===== src/rtl/fetch_queue.sv =====
// Multi-slot instruction queue between icache fetch and superscalar decode.
// Optional same-cycle bypass into an empty queue: FETCH_QUEUE_BYPASS_EN.
module fetch_queue #(
  parameter int DEPTH = 8,
  parameter int FW    = 2,
  parameter int DW    = 2
) (
  input  logic                         CLK,
  input  logic                         RST,
  input  logic                         flush,
  input  logic                         in_valid,
  output logic                         in_ready,
  input  logic [63:0]                  in_pc,
  input  logic [FW*32-1:0]             in_instr,
  input  logic [$clog2(FW+1)-1:0]      in_cnt,
  output logic [DW-1:0]                out_valid,
  output logic [DW*32-1:0]             out_instr,
  output logic [DW*64-1:0]             out_pc,
  input  logic [$clog2(DW+1)-1:0]      out_take,
  output logic [$clog2(DEPTH+1)-1:0]   count
);

  localparam int AW = $clog2(DEPTH);
  localparam int PW = AW + 1;
  localparam int CW = $clog2(DEPTH+1);
  localparam int SW = (DW > FW) ? DW : FW;

  logic [31:0]    mem_instr [DEPTH];
  logic [63:0]    mem_pc    [DEPTH];
  logic [PW-1:0]  rd_q;
  logic [PW-1:0]  wr_q;
  logic [PW-1:0]  occ;
  logic [SW*32-1:0] in_instr_x;

  logic push;
  logic byp;
  int   in_n;
  int   push_n;
  int   avail;
  int   take_n;
  int   skip;
  int   pop_n;

  assign occ        = wr_q - rd_q;
  assign count      = CW'(occ);
  assign in_ready   = (int'(occ) + FW) <= DEPTH;
  assign in_instr_x = (SW*32)'(in_instr);

  always_comb begin
    in_n   = (int'(in_cnt) > FW) ? FW : int'(in_cnt);
    push   = in_valid & in_ready & ~flush;
    push_n = push ? in_n : 0;
    byp    = 1'b0;
`ifdef FETCH_QUEUE_BYPASS_EN
    byp    = push && (occ == '0);
`endif
    if (byp)
      avail = (in_n > DW) ? DW : in_n;
    else
      avail = (int'(occ) > DW) ? DW : int'(occ);
    take_n = (int'(out_take) > avail) ? avail : int'(out_take);
    // bypassed slots that decode takes are never written
    skip   = byp ? take_n : 0;
    pop_n  = byp ? 0 : take_n;
    out_valid = '0;
    out_instr = '0;
    out_pc    = '0;
    for (int i = 0; i < DW; i++) begin
      out_valid[i] = (i < avail);
      if (byp) begin
        out_instr[32*i +: 32] = in_instr_x[32*i +: 32];
        out_pc[64*i +: 64]    = in_pc + 64'(4*i);
      end else begin
        out_instr[32*i +: 32] =
          mem_instr[AW'(int'(rd_q[AW-1:0]) + i)];
        out_pc[64*i +: 64] =
          mem_pc[AW'(int'(rd_q[AW-1:0]) + i)];
      end
    end
  end

  always_ff @(posedge CLK) begin
    if (RST) begin
      rd_q <= '0;
      wr_q <= '0;
    end else if (flush) begin
      rd_q <= '0;
      wr_q <= '0;
    end else begin
      rd_q <= rd_q + PW'(pop_n);
      wr_q <= wr_q + PW'(push_n - skip);
    end
  end

  always_ff @(posedge CLK) begin
    for (int j = 0; j < FW; j++) begin
      if (!RST && push && j >= skip && j < in_n) begin
        mem_instr[AW'(int'(wr_q[AW-1:0]) + j - skip)] <=
          in_instr[32*j +: 32];
        mem_pc[AW'(int'(wr_q[AW-1:0]) + j - skip)] <=
          in_pc + 64'(4*j);
      end
    end
  end

endmodule


===== config.mk =====
export PLATFORM = sky130hd
export DESIGN_NAME = fetch_queue
export DESIGN_NICKNAME = d
export VERILOG_FILES = /design/src/rtl/fetch_queue.sv
export SDC_FILE = /design/constraint.sdc
export NUM_CORES = 2
export LEC_CHECK = 0
export ABC_CLOCK_PERIOD_IN_PS = 24700
export CORE_ASPECT_RATIO = 1.2
export CORE_MARGIN = 2
export CORE_UTILIZATION = 26
export CTS_BUF_LIST = sky130_fd_sc_hd__clkbuf_8
export DETAILED_ROUTE_END_ITERATION = 8
export SYNTH_ARGS = -nofsm -noshare
export SYNTH_HDL_FRONTEND = slang
export SYNTH_SLANG_ARGS = --single-unit

===== constraint.sdc =====
create_clock -name CLK -period 24.7 [get_ports CLK]
set_input_delay 2.47 -clock CLK [delete_from_list [all_inputs] [get_ports CLK]]
set_output_delay 2.47 -clock CLK [all_outputs]
set_load 0.1 [all_outputs]

Word level (Yosys, flattened, before mapping)
Memory sizes are Yosys's and may differ from the RTL's. A register that Yosys moved wholly into a read port is not among the register bits.
Cells that the tools add are included.
- add/subtract/negate cells: 7
- order comparisons: 8
- muxes and demuxes: 10
- bitwise logic cells: 3
- reductions and logical operators: 5
- operators with widths (operator ; number):
    $add A64 B3 Y64 const B ; 1
    $lt A1 B4 Y1 const A ; 2
    $mux W4 ; 2
    $add A3 B1 Y3 const B ; 2
    $mux W3 ; 2
    $add A4 B2 Y5 const B ; 1
    $le A5 B4 Y1 const B ; 1
    $add A4 B2 Y4 ; 1
    $add A4 B4 Y4 ; 1
    $gt A2 B4 Y1 ; 1
    $gt A4 B2 Y1 const B ; 1
    $lt A1 B2 Y1 const A ; 2
    $mux W1 ; 4
    $mux W2 ; 2
    $sub A4 B4 Y4 ; 1
    $logic_and A1 B1 Y1 ; 3
    $and A1 B1 Y1 ; 2
    $gt A2 B2 Y1 const B ; 1
    $reduce_or A2 Y1 ; 1
    $logic_not A1 Y1 ; 1
    $not A1 Y1 ; 1
- memories kept: 2
- input bits: 136
- word-level logic and storage cells: 37
- output and inout bits: 199
- register bits: 8
- RAM bits: 768
- memories (name ; words ; bits a word ; read ports ; clocked after Yosys merged registers in ; wr ports ; line ; RTL):
    mem_pc ; 8 ; 64 ; 2 ; 1 ; 2 ; 29 ; logic [63:0] mem_pc [DEPTH];
    mem_instr ; 8 ; 32 ; 2 ; 1 ; 2 ; 28 ; logic [31:0] mem_instr [DEPTH];

Longest topological paths before layout
- depth in word-level cells: 9
- mapped depth: 21
- mapped depth without buffers: 17

Worst setup path after synthesis
OpenSTA, ideal clock, no wires.
- path type: reg-to-reg
- from: reg rd_q[1]
- to: mem mem_instr[1][0] (enable)
- clock period less this slack: 12.500 ns
- cell stages (with the launch flop): 16
- required time: 24.008 ns
- arrival time: 11.808 ns
- library setup time: 0.692 ns
- buffers on the path: 6
- path slack: 12.200 ns
- path through: dfxtp_1 > clkbuf_1 > clkbuf_1 > buf_1 > inv_1 > fa_1 > ha_1 > nand3_1 > a22o_1 > buf_6 > or4_1 > buf_2 > nand2_1 > clkbuf_1 > nand2_1 > o31ai_1
- RTL lines (what ; line ; RTL):
    from (decl) ; 30 ; logic [PW-1:0] rd_q;
    from (signal assigned) ; 90 ; rd_q <= rd_q + PW'(pop_n);
    to (decl) ; 28 ;

Worst setup path in the final report
- from: reg rd_q[0]
- to: out out_pc[81]
- longest elaborated chain between the ends: 2
- ends and longest elaborated chain (what ; line ; RTL):
    $add A3 B1 Y3 ; 77 ; mem_pc[AW'(int'(rd_q[AW-1:0]) + i)];
    $mem_v2 Z8 W64 ; -- ;
    to (decl) ; 18 ; output logic [DW*64-1:0] out_pc,
No other way between the ends.

==> flow_results.org <==
** Synthesis
- Post-synthesis area per instance :: 12.5 um2
- Post-synthesis instance area :: 0.0463 mm2
- Net count after synthesis :: 3868
- Cells after synthesis :: 3716
- By area the synthesized netlist is led by sky130_fd_sc_hd__edfxtp_1, sky130_fd_sc_hd__mux4_2, sky130_fd_sc_hd__nand2_1, sky130_fd_sc_hd__xor2_1, sky130_fd_sc_hd__mux2_2.
- Sequential share of the synthesized area :: 50.2%
- Most common flop cell mapped by yosys :: sky130_fd_sc_hd__edfxtp_1
- Number of flip-flops and latches in the synthesized netlist :: 776
- Of the post-synthesis cell area, the dominant cell type holds 49.8%.
- Number of synthesized flops with an enable pin :: 768
- The synthesized design spends more area on one cell type than any other, namely sky130_fd_sc_hd__edfxtp_1.
- Total number of yosys warnings :: 0
- Share of async-settable or async-resettable flops after synthesis :: 0%
- Number of distinct library cells after synthesis :: 55

** Routing
- The first detailed-routing pass ran for 7 iterations.
- Vias per cell :: 5.09
- Detailed-route wire length per cell :: 26.1 um
- Detailed-route wire length :: 166 mm
- Violation count after the first detailed-route iteration :: 3293
- For this run, design rule violations remaining after detail routing come to 0.
- Via total after detailed routing :: 32462
- Post-detailed-route count of antenna-violating nets :: 0

** Clock network
- Number of H-tree levels :: 4
- Clock tree synthesis inserted a total of 143 buffers.
- Number of buffers between clock root and the deepest sink :: 3
- CTS tree :: built
- Clock sinks :: 776
- Post-CTS Resized :: 0
- In this run, post-CTS hold repair placed 0 buffers.
- Clock slew seen by the registers of the worst setup and hold paths :: 60 ps
- At the later pin of the worst-skew pair, clock insertion delay measures 900 ps.
- Number of buffers inserted by post-CTS setup repair :: 0
- Clock root buffer master :: sky130_fd_sc_hd__clkbuf_8

** Timing
- Remaining max-slew budget at the tightest pin :: 13.3%
- The count of endpoints failing hold in the final timing report was 0.
- Clock skew after layout :: 45.0 ps
- The number of max-slew violations in the final report came to 0.
- For the finished layout, the period the worst path requires is 8760 ps.
- Setup repair after global routing left no endpoint under its margin.
- Adding up every negative setup slack in the final design gives 0 ps.
- Least-Margin Pin Slew :: 1300 ps
- Dividing the final minimum period by the clock period gives 35.5%.
- Number of setup violations in the final report :: 0
- Achievable frequency :: 114 MHz

** GRT
- Summed over all layers, the global routing overflow is 0.
- Vias in the first global route :: 33006
- Global routing used 18.0% of the available tracks across all layers.
- Entering global routing, the biggest net connects 126 pins.
- The first global-routing pass estimated 235 mm of wire.
- The number of antenna violations at the first check in global routing came to 30.

** Layout
- Final Net Count :: 4113
- Fraction of final layout cells with drive strength greater than 1 :: 21.5%
- Final cell utilization of the core :: 31.0%
- Final cell count without fillers :: 6376
- Cell area after layout :: 0.0547 mm2
- Fill cell instance count of the final layout :: 17684
- Area delta synth->final :: 18.2%

** Setup path
- Slowest CP cell :: sky130_fd_sc_hd__clkdlybuf4s50_1
- In this design, the largest share of critical-path delay is due to buffers and inverters.
- The worst setup path is captured at an output port.
- For the worst setup path, the data required time is 22230 ps.
- Worst path most repeated cell :: sky130_fd_sc_hd__buf_4
- Type of the setup path with the least slack :: register to output port
- Max FO, Critical Path :: 125
- The number of buffers and inverters on the critical path is 4.
- Critical path's largest stage delay :: 1060 ps
- STA classifies the critical path startpoint as a register.
- Data arrives at the worst endpoint at 6290 ps.
- List of cells traversed by the critical path :: buf_12 > buf_4 > buf_4 > mux4_2 > mux2_2 > clkdlybuf4s50_1

** Floorplan
- In this run the standard cell core region covers 0.177 mm2.
- Effective utilization at floorplan :: 26.2%
- The die is 389 um wide.
- 335 I/O pins were placed.
- Die Footprint :: 0.181 mm2
- The floorplan has 169 rows.
- The die is 466 um tall.

** Power and ir drop
- The completed layout was analyzed and its total power is 3.78 mW.
- Peak ir drop on the vdd network :: 86.9 uV
- Static leakage :: 18.2 nW
- Power spread over the standard cell area amounts to 69.1 mW/mm2.

** Place
- Placed Cells incl. Taps :: 6124
- Number of port buffers :: 334
- At the end of routability-driven placement, the weighted congestion stood at 0.788.
- DP Wirelength :: 101 mm
- Placement-stage cell area :: 0.0522 mm2

** Run
- MaxCap Viol Count :: 0

** Min path
- Hold WC Path Type :: register to register

** Run status
- Outcome :: finished, final reports clean
cell families after synthesis:
kind of cell	after synthesis	share of synthesized area [%]
other	1	0.00810
adder cells (fa/ha/maj)	16	0.481
flip-flops	776	50.2
AND/OR/NAND/NOR	1471	13.1
multiplexers	579	23.4
buffers and inverters	319	2.75
AO/OA/AOI/OAI	77	1.01
XOR/XNOR	477	9.04
flip-flops by register name (all words and copies together), names as in the netlist:
| name | count |
|---|---|
| mem_pc | 512 |
| mem_instr | 256 |
| wr_q | 4 |
| rd_q | 4 |
final timing paths:
path	from	endpoint	slack (ps)	cells after the start
setup / recovery	rd_q[0]$_SDFF_PP0_	out_pc[81]	15940	6
hold / removal	wr_q[3]$_SDFF_PP0_	wr_q[3]$_SDFF_PP0_	590	2
setup reg to reg	rd_q[1]$_SDFF_PP0_	mem_pc[0][11]$_DFFE_PP_	16950	12
hold reg to reg	wr_q[3]$_SDFF_PP0_	wr_q[3]$_SDFF_PP0_	590	2
cell type report:
class | count | area (um2) | area share, %
multi-input cells | 2621 | 22100 | 40.5
clock buffers | 143 | 1970 | 3.60
well taps | 2308 | 2890 | 5.28
diodes | 5 | 12.5 | 0.0229
clock inverters | 104 | 542 | 0.990
flip-flops and latches | 776 | 23200 | 42.5
repair buffers | 403 | 3880 | 7.08
inverters | 16 | 62.6 | 0.114
where the power goes:
part / leakage, nW / total, mW / switching (mW) / internal [mW]
combinational: 9.80 / 1.15 / 0.809 / 0.344
sequential: 6.98 / 1.48 / 0.0152 / 1.46
clock: 1.43 / 1.15 / 0.600 / 0.548
total: 18.2 / 3.78 / 1.42 / 2.36
cells in the final DEF (no fill, tap or decap), types with 11 or more instances in the layout:
cell                              instances
sky130_fd_sc_hd__and3_1                  20
sky130_fd_sc_hd__and4_1                  11
sky130_fd_sc_hd__buf_4                   71
sky130_fd_sc_hd__clkbuf_8               143
sky130_fd_sc_hd__clkdlybuf4s50_1        330
sky130_fd_sc_hd__clkinv_1                37
sky130_fd_sc_hd__edfxtp_1               768
sky130_fd_sc_hd__ha_1                    12
sky130_fd_sc_hd__inv_1                   52
sky130_fd_sc_hd__mux2_2                 195
sky130_fd_sc_hd__mux4_2                 384
sky130_fd_sc_hd__nand2_1                889
sky130_fd_sc_hd__nand3_1                 76
sky130_fd_sc_hd__nand4_1                 21
sky130_fd_sc_hd__nor2_1                 370
sky130_fd_sc_hd__nor3_1                  25
sky130_fd_sc_hd__nor4_1                  14
sky130_fd_sc_hd__o21ai_0                 24
sky130_fd_sc_hd__o21ai_4                 12
sky130_fd_sc_hd__xnor2_1                130
sky130_fd_sc_hd__xor2_1                 345
worst reg2reg max path: cells and delay by family (launching register included):
family,cells,cell delay (ps)
buf+inv,4,2660
compound gates,2,610
simple gates,4,2280
fa+ha+maj,2,990
flops,1,750
per-stage QoR:
| step | hold WS, ps | setup slack (ps) |
|---|---|---|
| 2_1_floorplan | 538 | 12200 |
| 3_3_place_gp | 565 | 16580 |
| 3_5_place_dp | 573 | 16350 |
| 4_1_cts | 591 | 15780 |
| 5_1_grt | 618 | 15530 |
| 6_report | 586 | 15940 |
layer usage:
| metal | routed length (um) | vias to the layer above | global-route usage, % |
|---|---|---|---|
| met5 | 273 | - | 0 |
| met4 | 4680 | 44 | 6.05 |
| met3 | 18000 | 311 | 5.17 |
| met2 | 78200 | 1595 | 29.4 |
| met1 | 65100 | 16530 | 22.8 |
| li1 | - | 13982 | - |
Yosys cell counts, types with 8 or more instances:
| master | n |
|---|---|
| sky130_fd_sc_hd__a2111oi_0 | 8 |
| sky130_fd_sc_hd__a21oi_1 | 18 |
| sky130_fd_sc_hd__and2_1 | 10 |
| sky130_fd_sc_hd__and3_1 | 20 |
| sky130_fd_sc_hd__and4_1 | 11 |
| sky130_fd_sc_hd__buf_1 | 49 |
| sky130_fd_sc_hd__buf_2 | 28 |
| sky130_fd_sc_hd__clkbuf_1 | 218 |
| sky130_fd_sc_hd__dfxtp_1 | 8 |
| sky130_fd_sc_hd__edfxtp_1 | 768 |
| sky130_fd_sc_hd__ha_1 | 13 |
| sky130_fd_sc_hd__inv_1 | 11 |
| sky130_fd_sc_hd__mux2_2 | 195 |
| sky130_fd_sc_hd__mux4_2 | 384 |
| sky130_fd_sc_hd__nand2_1 | 889 |
| sky130_fd_sc_hd__nand3_1 | 76 |
| sky130_fd_sc_hd__nand4_1 | 21 |
| sky130_fd_sc_hd__nor2_1 | 370 |
| sky130_fd_sc_hd__nor3_1 | 26 |
| sky130_fd_sc_hd__nor4_1 | 14 |
| sky130_fd_sc_hd__o21ai_0 | 28 |
| sky130_fd_sc_hd__o21ai_1 | 10 |
| sky130_fd_sc_hd__xnor2_1 | 130 |
| sky130_fd_sc_hd__xor2_1 | 346 |
No activity file was read; power rests on OpenSTA's default activity.
